File: src/rtl/cbc_dec_ctrl.sv
// cbc_dec_ctrl: streams 128-bit ciphertext blocks through a combinational CBC decrypt core; CBC_DEC_PERF_EN adds stall_cnt
module cbc_dec_ctrl #(
   parameter int CORE_LAT = 1,
   parameter int CNT_W    = 16
) (
   input  logic             clk,
   input  logic             rst,
   input  logic             start,
   input  logic [127:0]     key_in,
   input  logic [127:0]     iv_in,
   input  logic [CNT_W-1:0] num_blocks,
   input  logic             in_valid,
   output logic             in_ready,
   input  logic [127:0]     in_data,
   output logic             out_valid,
   input  logic             out_ready,
   output logic [127:0]     out_data,
   output logic [127:0]     core_ct,
   output logic [127:0]     core_key,
   output logic [127:0]     core_iv,
   input  logic [127:0]     core_pt,
   output logic             busy,
   output logic             done,
   output logic [CNT_W-1:0] blk_cnt
`ifdef CBC_DEC_PERF_EN
   ,output logic [31:0]     stall_cnt
`endif
);
   localparam int LW = $clog2(CORE_LAT + 1);
   typedef enum logic [2:0] {IDLE, ACCEPT, WAIT, OUT, DONE} state_t;
   state_t state, nxt;
   logic [127:0] key_reg, iv_reg, ct_reg;
   logic [CNT_W-1:0] num_reg;
   logic [LW-1:0] cnt;
   logic go, hs_in, hs_out, wait_end, last;
   assign go = state == IDLE && start;
   assign hs_in = in_valid & in_ready;
   assign hs_out = out_valid & out_ready;
   assign wait_end = state == WAIT && cnt == LW'(1);
   assign last = CNT_W'(blk_cnt + 1'b1) == num_reg;
   assign core_ct = ct_reg;
   assign core_key = key_reg;
   assign core_iv = iv_reg;
   assign busy = state != IDLE;
   assign done = state == DONE;
   // state register
   always_ff @(posedge clk) begin
      if (rst) state <= IDLE;
      else state <= nxt;
   end
   // next-state: one block in flight; the core inputs stay frozen through the settle window
   always_comb begin
      nxt = state;
      unique case (state)
         IDLE:    nxt = go ? (num_blocks == '0 ? DONE : ACCEPT) : IDLE;
         ACCEPT:  nxt = hs_in ? WAIT : ACCEPT;
         WAIT:    nxt = wait_end ? OUT : WAIT;
         OUT:     nxt = hs_out ? (last ? DONE : ACCEPT) : OUT;
         DONE:    nxt = IDLE;
         default: nxt = IDLE;
      endcase
   end
   // datapath: configuration latch, ciphertext capture, plaintext capture and IV chaining
   always_ff @(posedge clk) begin
      if (rst) begin
         key_reg   <= '0;
         iv_reg    <= '0;
         ct_reg    <= '0;
         num_reg   <= '0;
         cnt       <= '0;
         out_data  <= '0;
         out_valid <= 1'b0;
         in_ready  <= 1'b0;
         blk_cnt   <= '0;
      end else begin
         in_ready <= nxt == ACCEPT;
         if (go) begin
            key_reg <= key_in;
            iv_reg  <= iv_in;
            num_reg <= num_blocks;
            blk_cnt <= '0;
         end
         if (state == WAIT) cnt <= cnt - 1'b1;
         if (hs_in) begin
            ct_reg <= in_data;
            cnt    <= LW'(CORE_LAT);
         end
         if (wait_end) begin
            out_data  <= core_pt;
            out_valid <= 1'b1;
            iv_reg    <= ct_reg;
         end
         if (hs_out) begin
            out_valid <= 1'b0;
            blk_cnt   <= blk_cnt + 1'b1;
         end
      end
   end
`ifdef CBC_DEC_PERF_EN
   // saturating count of cycles the sink refuses a presented plaintext
   always_ff @(posedge clk) begin
      if (rst || go) stall_cnt <= '0;
      else if (state == OUT && out_valid && !out_ready && stall_cnt != '1) stall_cnt <= stall_cnt + 1'b1;
   end
`endif
endmodule
File: config.mk
export PLATFORM = sky130hd
export DESIGN_NAME = cbc_dec_ctrl
export DESIGN_NICKNAME = d
export VERILOG_FILES = /design/src/rtl/cbc_dec_ctrl.sv
export SDC_FILE = /design/constraint.sdc
export NUM_CORES = 1
export LEC_CHECK = 0
export CAP_MARGIN = 0
export CELL_PAD_IN_SITES_DETAIL_PLACEMENT = 1
export CELL_PAD_IN_SITES_GLOBAL_PLACEMENT = 1
export CORE_AREA = 3 3 419 421
export CTS_BUF_LIST = sky130_fd_sc_hd__clkbuf_16
export DETAILED_ROUTE_END_ITERATION = 6
export DIE_AREA = 0 0 422 424
export GPL_ROUTABILITY_DRIVEN = 0
export GPL_TIMING_DRIVEN = 0
export PLACE_DENSITY_LB_ADDON = 0.2
export SYNTH_ARGS = -nofsm -noshare
export SYNTH_HDL_FRONTEND = slang
export SYNTH_SLANG_ARGS = --single-unit
File: constraint.sdc
create_clock -name clk -period 3.3 [get_ports clk]
set_input_delay 0.33 -clock clk [delete_from_list [all_inputs] [get_ports clk]]
set_output_delay 0.33 -clock clk [all_outputs]
set_load 0.05 [all_outputs]
=== After elaboration in Yosys (flattened, before gate mapping) ===
Index checks and enable logic that the tools add are counted.

* Bits in registers: 550
* Bits of input ports: 533
* Output and inout port bits: 532
* Logic and storage cells: 42

* Add/sub/neg operators: 2
* Eq/ne operators: 6
* Muxes and demuxes: 13
* Bitwise gates (word level): 2
* Reduce and logical (&&, ||, !) cells: 9

{| class="wikitable"
|+ Operators with widths
! kind !! number
|-
| 128-bit two-way mux || 2
|-
| 16-bit two-way mux || 2
|-
| 16-bit by 1-bit adder with 16-bit output, second input constant || 1
|-
| 16-bit equality test || 1
|-
| 16-bit logical NOT || 1
|-
| 3-bit two-way mux || 4
|-
| 3-bit one-hot mux with 4 select lines || 1
|-
| 3-bit by 1-bit equality test with 1-bit output, second input constant || 2
|-
| 3-bit by 2-bit equality test with 1-bit output, second input constant || 2
|-
| 2-bit nonzero test || 3
|-
| 3-bit equality test, second input constant || 1
|-
| 3-bit logical NOT || 1
|-
| 1-bit two-way mux || 3
|-
| 3-bit nonzero test || 1
|-
| 1-bit bitwise AND || 2
|-
| 1-bit logical AND || 2
|-
| 2-bit two-way mux || 1
|-
| 2-bit OR reduction || 1
|-
| 1-bit subtractor, second input constant || 1
|}

=== Logic depth before layout (Yosys ltp) ===
Gate-level depths: netlist of run 1.

* Word-level depth: 6
* Gate-level depth with buffers: 9
* Mapped depth without buffers: 8

=== Worst setup path before layout of run 1 ===
OpenSTA, ideal clock, no wires.

* Path type: register to register
* Start: register blk_cnt[0]
* End: register in_ready
* Library setup time: 0.126 ns
* Data arrival time: 2.383 ns
* Path slack: 0.790 ns
* Cell stages (with the launch flop): 9
* Buffers on the path: 0
* Path through: dfxtp_1 > ha_1 > nand3_1 > nor3_2 > a311oi_1 > a211oi_1 > nand4_1 > a41oi_1 > nor4b_1

* Word-level cells in the longest chain between the ends: 6

{| class="wikitable"
|+ RTL lines
! element !! RTL line !! source
|-
| start: declaration || 24 || <nowiki>output logic [CNT_W-1:0] blk_cnt</nowiki>
|-
| start signal: assignment || 95 || <nowiki>blk_cnt <= blk_cnt + 1'b1;</nowiki>
|-
| 16-bit by 1-bit adder with 16-bit output || 40 || <nowiki>assign last = CNT_W'(blk_cnt + 1'b1) == num_reg;</nowiki>
|-
| 16-bit equality test || 40 ||
|-
| 3-bit two-way mux (2 in a row) || 58 || <nowiki>OUT: nxt = hs_out ? (last ? DONE : ACCEPT) : OUT;</nowiki>
|-
| 3-bit one-hot mux with 4 select lines || 54 || <nowiki>unique case (state)</nowiki>
|-
| 3-bit by 1-bit equality test with 1-bit output || 76 || <nowiki>in_ready <= nxt == ACCEPT;</nowiki>
|-
| end signal: assignment || 73 || <nowiki>in_ready <= 1'b0;</nowiki>
|-
| end signal: assignment || 76 ||
|-
| end: declaration || 13 || <nowiki>output logic in_ready,</nowiki>
|}

No other way between the ends.
A chain may end at the register's enable or synchronous reset.

=== Final worst setup path of run 1 ===
* Start: register state[1]
* End: register iv_reg[53], in the netlist core_iv[53]

* Word-level cells in the longest chain between the ends: 3

{| class="wikitable"
|+ RTL lines
! element !! RTL line !! source
|-
| start: declaration || 31 || <nowiki>state_t state, nxt;</nowiki>
|-
| start signal: assignment || 49 || <nowiki>else state <= nxt;</nowiki>
|-
| 3-bit by 2-bit equality test with 1-bit output / 3-bit logical NOT (equally long branches) || 39, 36 ||
|-
| 1-bit logical AND, on equally long branches || 39, 36 ||
|-
| 128-bit two-way mux / 2-bit nonzero test (equally long branches) || - ||
|-
| end signal: assignment || 79 || <nowiki>iv_reg <= iv_in;</nowiki>
|-
| end signal: assignment || 91 || <nowiki>iv_reg <= ct_reg;</nowiki>
|-
| end: declaration || 32 || <nowiki>logic [127:0] key_reg, iv_reg, ct_reg;</nowiki>
|}

Several ways; a longest one is shown, not always the timed one.

==> results of run 1 <==
==> through the flow <==
step	setup TNS [ns]	hold slack, ns	utilization
finish	0	0.191	0.213
global route	0	0.140	0.212
CTS	0	0.107	0.212
detailed placement	-7.73	0.446	0.198
global placement	-46.16	0.442	0.198
floorplan	0	0.445	-
==> timing repair <==
action / CTS / global route
gates cloned: 0 / 0
resized for setup: 4 / 6
buffers inserted: 0 / 0
endpoints found under the setup margin: 26 / 8
==> worst max-delay path, cell delays in order (launching register included) <==
cell and delay [ns]:
dfxtp_1 0.30, clkbuf_1 0.27, nor3_1 0.15, nand2_1 0.27, clkdlybuf4s15_1 0.91, clkbuf_1 0.57
nand2_1 0.13, a311oi_1 0.30
==> layout by cell type (no fill, tap or decap), drive strengths merged, types with 2 or more instances in the layout <==
cell and instances:
a211oi 5, a21oi 422, a221oi 2, a311oi 131, a31oi 2, a41oi 2, and2 8, and3 2
and4 4, buf 29, clkbuf 267, clkdlybuf4s15 2, clkdlybuf4s50 1063, clkinv 27, clkinvlp 2, dfxtp 550
diode 36, inv 35, nand2 1070, nand2b 4, nand3 9, nand4 7, nor2 152, nor3 10
nor4 7, o21a 2, o21ai 15, or3 4, xnor2 8, xor2 9
==> routing by layer <==
layer,global-route usage,part of all wire,up-vias
met5,0.00618,0.00067,-
li1,-,-,11200
met2,0.292,0.49,718
met4,0.0649,0.034,18
met1,0.201,0.41,11400
met3,0.0506,0.064,206
==> layout make-up <==
class                      instances  area (um2)
fill                           20300      135000
sequential                       550       11000
timing repair buffer            1063       10600
multi-input combinational       1891        8650
tap                             2310        2890
clock buffer                      80        2000
buffer                           218         883
clock inverter                    58         334
antenna                           36        90.1
inverter                           7        26.3
==> Yosys cell counts (all sizes together) (2+ instances only) <==
library cell,n
or3,4
nand2b,4
nor4,7
o21ai,15
clkbuf,187
and3,2
a31oi,2
inv,7
xnor2,8
xor2,9
and4,4
nand4,7
a41oi,2
nand3,9
dfxtp,550
buf,31
a311oi,131
o21a,2
a21oi,422
a221oi,2
a211oi,5
nor3,10
nand2,1070
nor2,152
and2,8
==> report_power, final <==
| group | total, uW | internal (uW) | leakage (uW) | switching [uW] |
|---|---|---|---|---|
| clock network | 8040 | 4470 | 0.00123 | 3570 |
| registers | 7250 | 6980 | 0.00448 | 273 |
| logic | 3780 | 1360 | 0.00681 | 2420 |
| total | 19100 | 12800 | 0.0125 | 6270 |
==> kinds of logic after synthesis <==
logic type               after synthesis
AO/OA/AOI/OAI                        586
flip-flops                           550
adder cells (fa/ha/maj)                1
AND/OR/NAND/NOR                     1286
XOR/XNOR                              17
buffers and inverters                225
multiplexers                           1
==> worst paths after layout <==
kind	slack, ns	depth (start not counted)	endpoint
worst max-delay path	0.28	7	core_iv[53]$_SDFFE_PP0P_
worst min register to register	0.45	2	out_data[20]$_SDFFE_PP0P_
worst min-delay path	0.19	3	core_ct[20]$_SDFFE_PP0P_
worst max register to register	0.28	7	core_iv[53]$_SDFFE_PP0P_
==> flow_metrics.env, run 1 <==
export IMPL_hold_buffers=0
export IMPL_synth_compound_area_frac=0.169
export IMPL_power_uw=19100
export IMPL_core_um2=172000
export IMPL_cts_made_buffers=80
export IMPL_ctsHtreeMaxLevel=3
export IMPL_power_per_cell_area_nw_per_um2=522
export IMPL_crit_type="reg2reg"
export IMPL_drcViolationCount=0
export IMPL_synth_top_family_by_area="simple AND/OR/NAND/NOR gates"
export IMPL_drv_cap=0
export IMPL_antenna_found_initial=61
export IMPL_drtAntennaViolNets=0
export IMPL_place_ws_ns=-0.223
export IMPL_final_area_um2=36500
export IMPL_dp_cells=6039
export IMPL_slew_viol_final=0
export IMPL_finalNonFillerCells=6213
export IMPL_cts_sink_count=550
export IMPL_p_leak_uw=0.0125
export IMPL_wl_per_cell_um=25.7
export IMPL_cts_root_buf="clkbuf_16"
export IMPL_synth_area_um2=20500
export IMPL_grt_max_degree=12
export IMPL_endpoint_kind="flop"
export IMPL_setup_ws_ns=0.277
export IMPL_synth_edf_count=0
export IMPL_initial_core_util=0.120
export IMPL_dp_hpwl_um=130000
export IMPL_yosysSeqAreaShare=0.536
export IMPL_synth_area_mux_share=0.000548
export IMPL_outcome="finished, final reports clean"
export IMPL_first_iter_violations=1182
export IMPL_synthAdderAreaFrac=0.000609
export IMPL_fin_skew_ns=0.0261
export IMPL_area_growth_pct=77.8
export IMPL_critPathLaunchType="flop"
export IMPL_clk_path_buf_depth=3
export IMPL_clk_latency_ns=0.69
export IMPL_ys_warn_count=0
export IMPL_worst_pin_slew_ns=1.38
export IMPL_grtUsageTotal=0.171
export IMPL_cts_reportedPaths_clkPinSlew_ns=0.06
export IMPL_grt_pass1_wl_um=212000
export IMPL_die_area_um2=179000
export IMPL_first_pass_iters=5
export IMPL_syn_inst=2666
export IMPL_synth_xor_area_frac=0.00725
export IMPL_synth_top_area_cell="dfxtp_1"
export IMPL_dpl_cell_area_um2=34100
export IMPL_worst_hold_path_type="in2reg"
export IMPL_slew_headroom=0.0798
export IMPL_wirelength_um=160000
export IMPL_postSynthAreaPerCell_um2=7.71
export IMPL_arrival_ns=3.59
export IMPL_setup_viol=0
export IMPL_die_width_um=422
export IMPL_final_hold_violation_count=0
export IMPL_crit_start="state[1]$_SDFF_PP0_"
export IMPL_synth_seq_cells=550
export IMPL_io_buffer_count=1063
export IMPL_ys_flop_type="dfxtp_1"
export IMPL_drive_above_1_share=0.0362
export IMPL_synth_net_count=3200
export IMPL_finalCriticalPeriod_ns=3.02
export IMPL_yosys_top_cells_area="dfxtp_1, nand2_1, a21oi_1"
export IMPL_crit_required_ns=3.87
export IMPL_async_flop_share=0
export IMPL_yosys_area_share_simple=0.243
export IMPL_viasPerCell=3.79
export IMPL_grt_pass1_vias=24100
export IMPL_ios=1065
export IMPL_reg2reg_from="state[1]$_SDFF_PP0_"
export IMPL_die_y_um=424
export IMPL_grt_overflow=0
export IMPL_worst_path_max_fanout=10
export IMPL_vias=23500
export IMPL_max_freq_ghz=0.331
export IMPL_peakVddDrop_mv=0.328
export IMPL_finalCritPeriodShare=0.916
export IMPL_synth_top_cell_area_share=0.536
export IMPL_ys_types=45
export IMPL_rsz0062_at_grt="no"
export IMPL_worstHoldStart="in_data[20]"
export IMPL_fin_nets=4345
export IMPL_tritoncts="done"
export IMPL_rows=152
Note: power is estimated with default switching activity, not from simulation.
==> inputs of run 2 (changes only) <==
- CORE_AREA: 3 3 419 421 -> 3 3 413 415
- CTS_CLUSTER_DIAMETER: default -> 60
- DIE_AREA: 0 0 422 424 -> 0 0 416 418
- clock period: 3.3 -> 2.7 ns (I/O delays scaled with it)
==> flow_metrics.env, run 2 (synthesis results as in run 1) <==
export IMPL_first_pass_iters=7
export IMPL_cts_reportedPaths_clkPinSlew_ns=0.06
export IMPL_drtAntennaViolNets=0
export IMPL_wirelength_um=160000
export IMPL_endpoint_kind="flop"
export IMPL_grtUsageMet1=0.215
export IMPL_slew_headroom=0.124
export IMPL_finalCriticalPeriod_ns=2.59
export IMPL_rsz0062_at_grt="yes"
export IMPL_grt_pass1_vias=24400
export IMPL_worst_path_max_fanout=8
export IMPL_hold_buffers=0
export IMPL_outcome="finished, final reports clean"
export IMPL_mostFrequentLayoutCells="nand2_1, clkdlybuf4s50_1, dfxtp_1"
export IMPL_io_buffer_count=1063
export IMPL_antenna_found_initial=37
export IMPL_fin_nets=4366
export IMPL_vias=23900
export IMPL_finalCritPeriodShare=0.960
export IMPL_hold_ws_ns=0.121
export IMPL_rows=150
export IMPL_first_iter_violations=1330
export IMPL_setup_viol=0
export IMPL_die_area_um2=174000
export IMPL_cts_root_buf="clkbuf_16"
export IMPL_max_freq_ghz=0.386
export IMPL_ctsHtreeMaxLevel=3
export IMPL_power_per_cell_area_nw_per_um2=708
export IMPL_grtUsageTotal=0.176
export IMPL_area_growth_pct=82.5
export IMPL_cts_made_buffers=97
export IMPL_peakVddDrop_mv=0.420
export IMPL_worst_pin_slew_ns=1.31
export IMPL_met2_usage=0.311
export IMPL_met3_usage=0.0381
export IMPL_power_uw=26500
export IMPL_grt_max_degree=15
export IMPL_ios=1065
export IMPL_grt_pass1_wl_um=213000
export IMPL_viasPerCell=3.90
export IMPL_fin_skew_ns=0.0449
export IMPL_clk_latency_ns=0.70
export IMPL_drive_above_1_share=0.0578
export IMPL_critPathLaunchType="flop"
export IMPL_arrival_ns=3.13
export IMPL_slew_viol_final=0
export IMPL_wl_per_cell_um=26.1
export IMPL_final_hold_violation_count=0
export IMPL_drcViolationCount=0
export IMPL_die_y_um=418
export IMPL_die_width_um=416
export IMPL_final_common_cell="nand2_1"
export IMPL_initial_core_util=0.123
export IMPL_p_leak_uw=0.0131
export IMPL_cts_sink_count=550
export IMPL_top_usage_layer="met2"
export IMPL_tritoncts="done"
export IMPL_crit_required_ns=3.24
export IMPL_grt_overflow=0
export IMPL_clk_path_buf_depth=3
export IMPL_drv_cap=0
export IMPL_worst_hold_path_type="in2reg"
export IMPL_dp_hpwl_um=131000
export IMPL_core_um2=167000
export IMPL_crit_type="reg2reg"
## run 2: cell count changes in the layout (fill, tap and decap cells not counted), moves of 10 or more
cell       before  now
bufinv_16       1   14
clkbuf_1      181  158
clkbuf_16      80   99
clkbuf_2        5   27
diode_2        36   20
inv_1          30   20
## run 2: power breakdown
| group | internal [uW] | switching (uW) | total, uW | leakage, uW |
|---|---|---|---|---|
| Clock | 8050 | 4960 | 13000 | 0.00167 |
| Sequential | 8530 | 337 | 8870 | 0.00448 |
| Combinational | 1670 | 3000 | 4670 | 0.00693 |
| Total | 18200 | 8290 | 26500 | 0.0131 |
## run 2: path summary, 6_finish.rpt
check                           slack [ns]  cells after the start                         end                  startpoint
worst max-delay path                  0.11                      8         in_ready$_SDFF_PP0_     blk_cnt[6]$_SDFFE_PP0P_
worst min-delay path                  0.12                      3    core_ct[49]$_SDFFE_PP0P_                 in_data[49]
worst max register to register        0.11                      8         in_ready$_SDFF_PP0_     blk_cnt[6]$_SDFFE_PP0P_
worst min register to register        0.45                      2  out_data[106]$_SDFFE_PP0P_  out_data[106]$_SDFFE_PP0P_
## run 2: layout make-up
class,count,area [um2]
Antenna cell,20,50.0
Buffer,218,937
Clock buffer,99,2480
Clock inverter,80,878
Fill cell,19800,130000
Inverter,7,26.3
Multi-Input combinational cell,1891,8680
Sequential cell,550,11000
Tap cell,2204,2760
Timing Repair Buffer,1067,10700
## run 2: worst max-delay path, cell delays in order, from the launching register on
cell and delay, ns:
dfxtp_1 0.35, buf_2 0.22, and4_1 0.31, nand4_1 0.19, or4_1 0.55, o211ai_1 0.15
nand4_1 0.22, a41oi_1 0.34, nor4b_1 0.10
## run 2: timing repair
item / in CTS / in global routing
buffers inserted: 2 / 0
resized for setup: 35 / 28
pin swaps: 1 / 1
endpoints found under the setup margin: 443 / 93
## run 2: through the flow
step | setup slack, ns | cell area (um2) | utilization | cells | setup TNS [ns]
after floorplan | 0.190 | 20500 | - | 2666 | 0
after global placement | -1.42 | 33900 | 0.203 | 5933 | -285.45
after detailed placement | -0.859 | 34000 | 0.203 | 5935 | -222.32
after CTS | 0.0130 | 37400 | 0.224 | 6116 | 0
after global routing | -0.0323 | 37500 | 0.224 | 6123 | -0.120
final | 0.109 | 37500 | 0.224 | 6136 | 0
## run 2: routing by layer
layer  up-vias  share of wire
met3       184          0.052
met4        14          0.022
met2       694           0.51
met5         -        0.00060
met1     11800           0.42
li1      11300              -
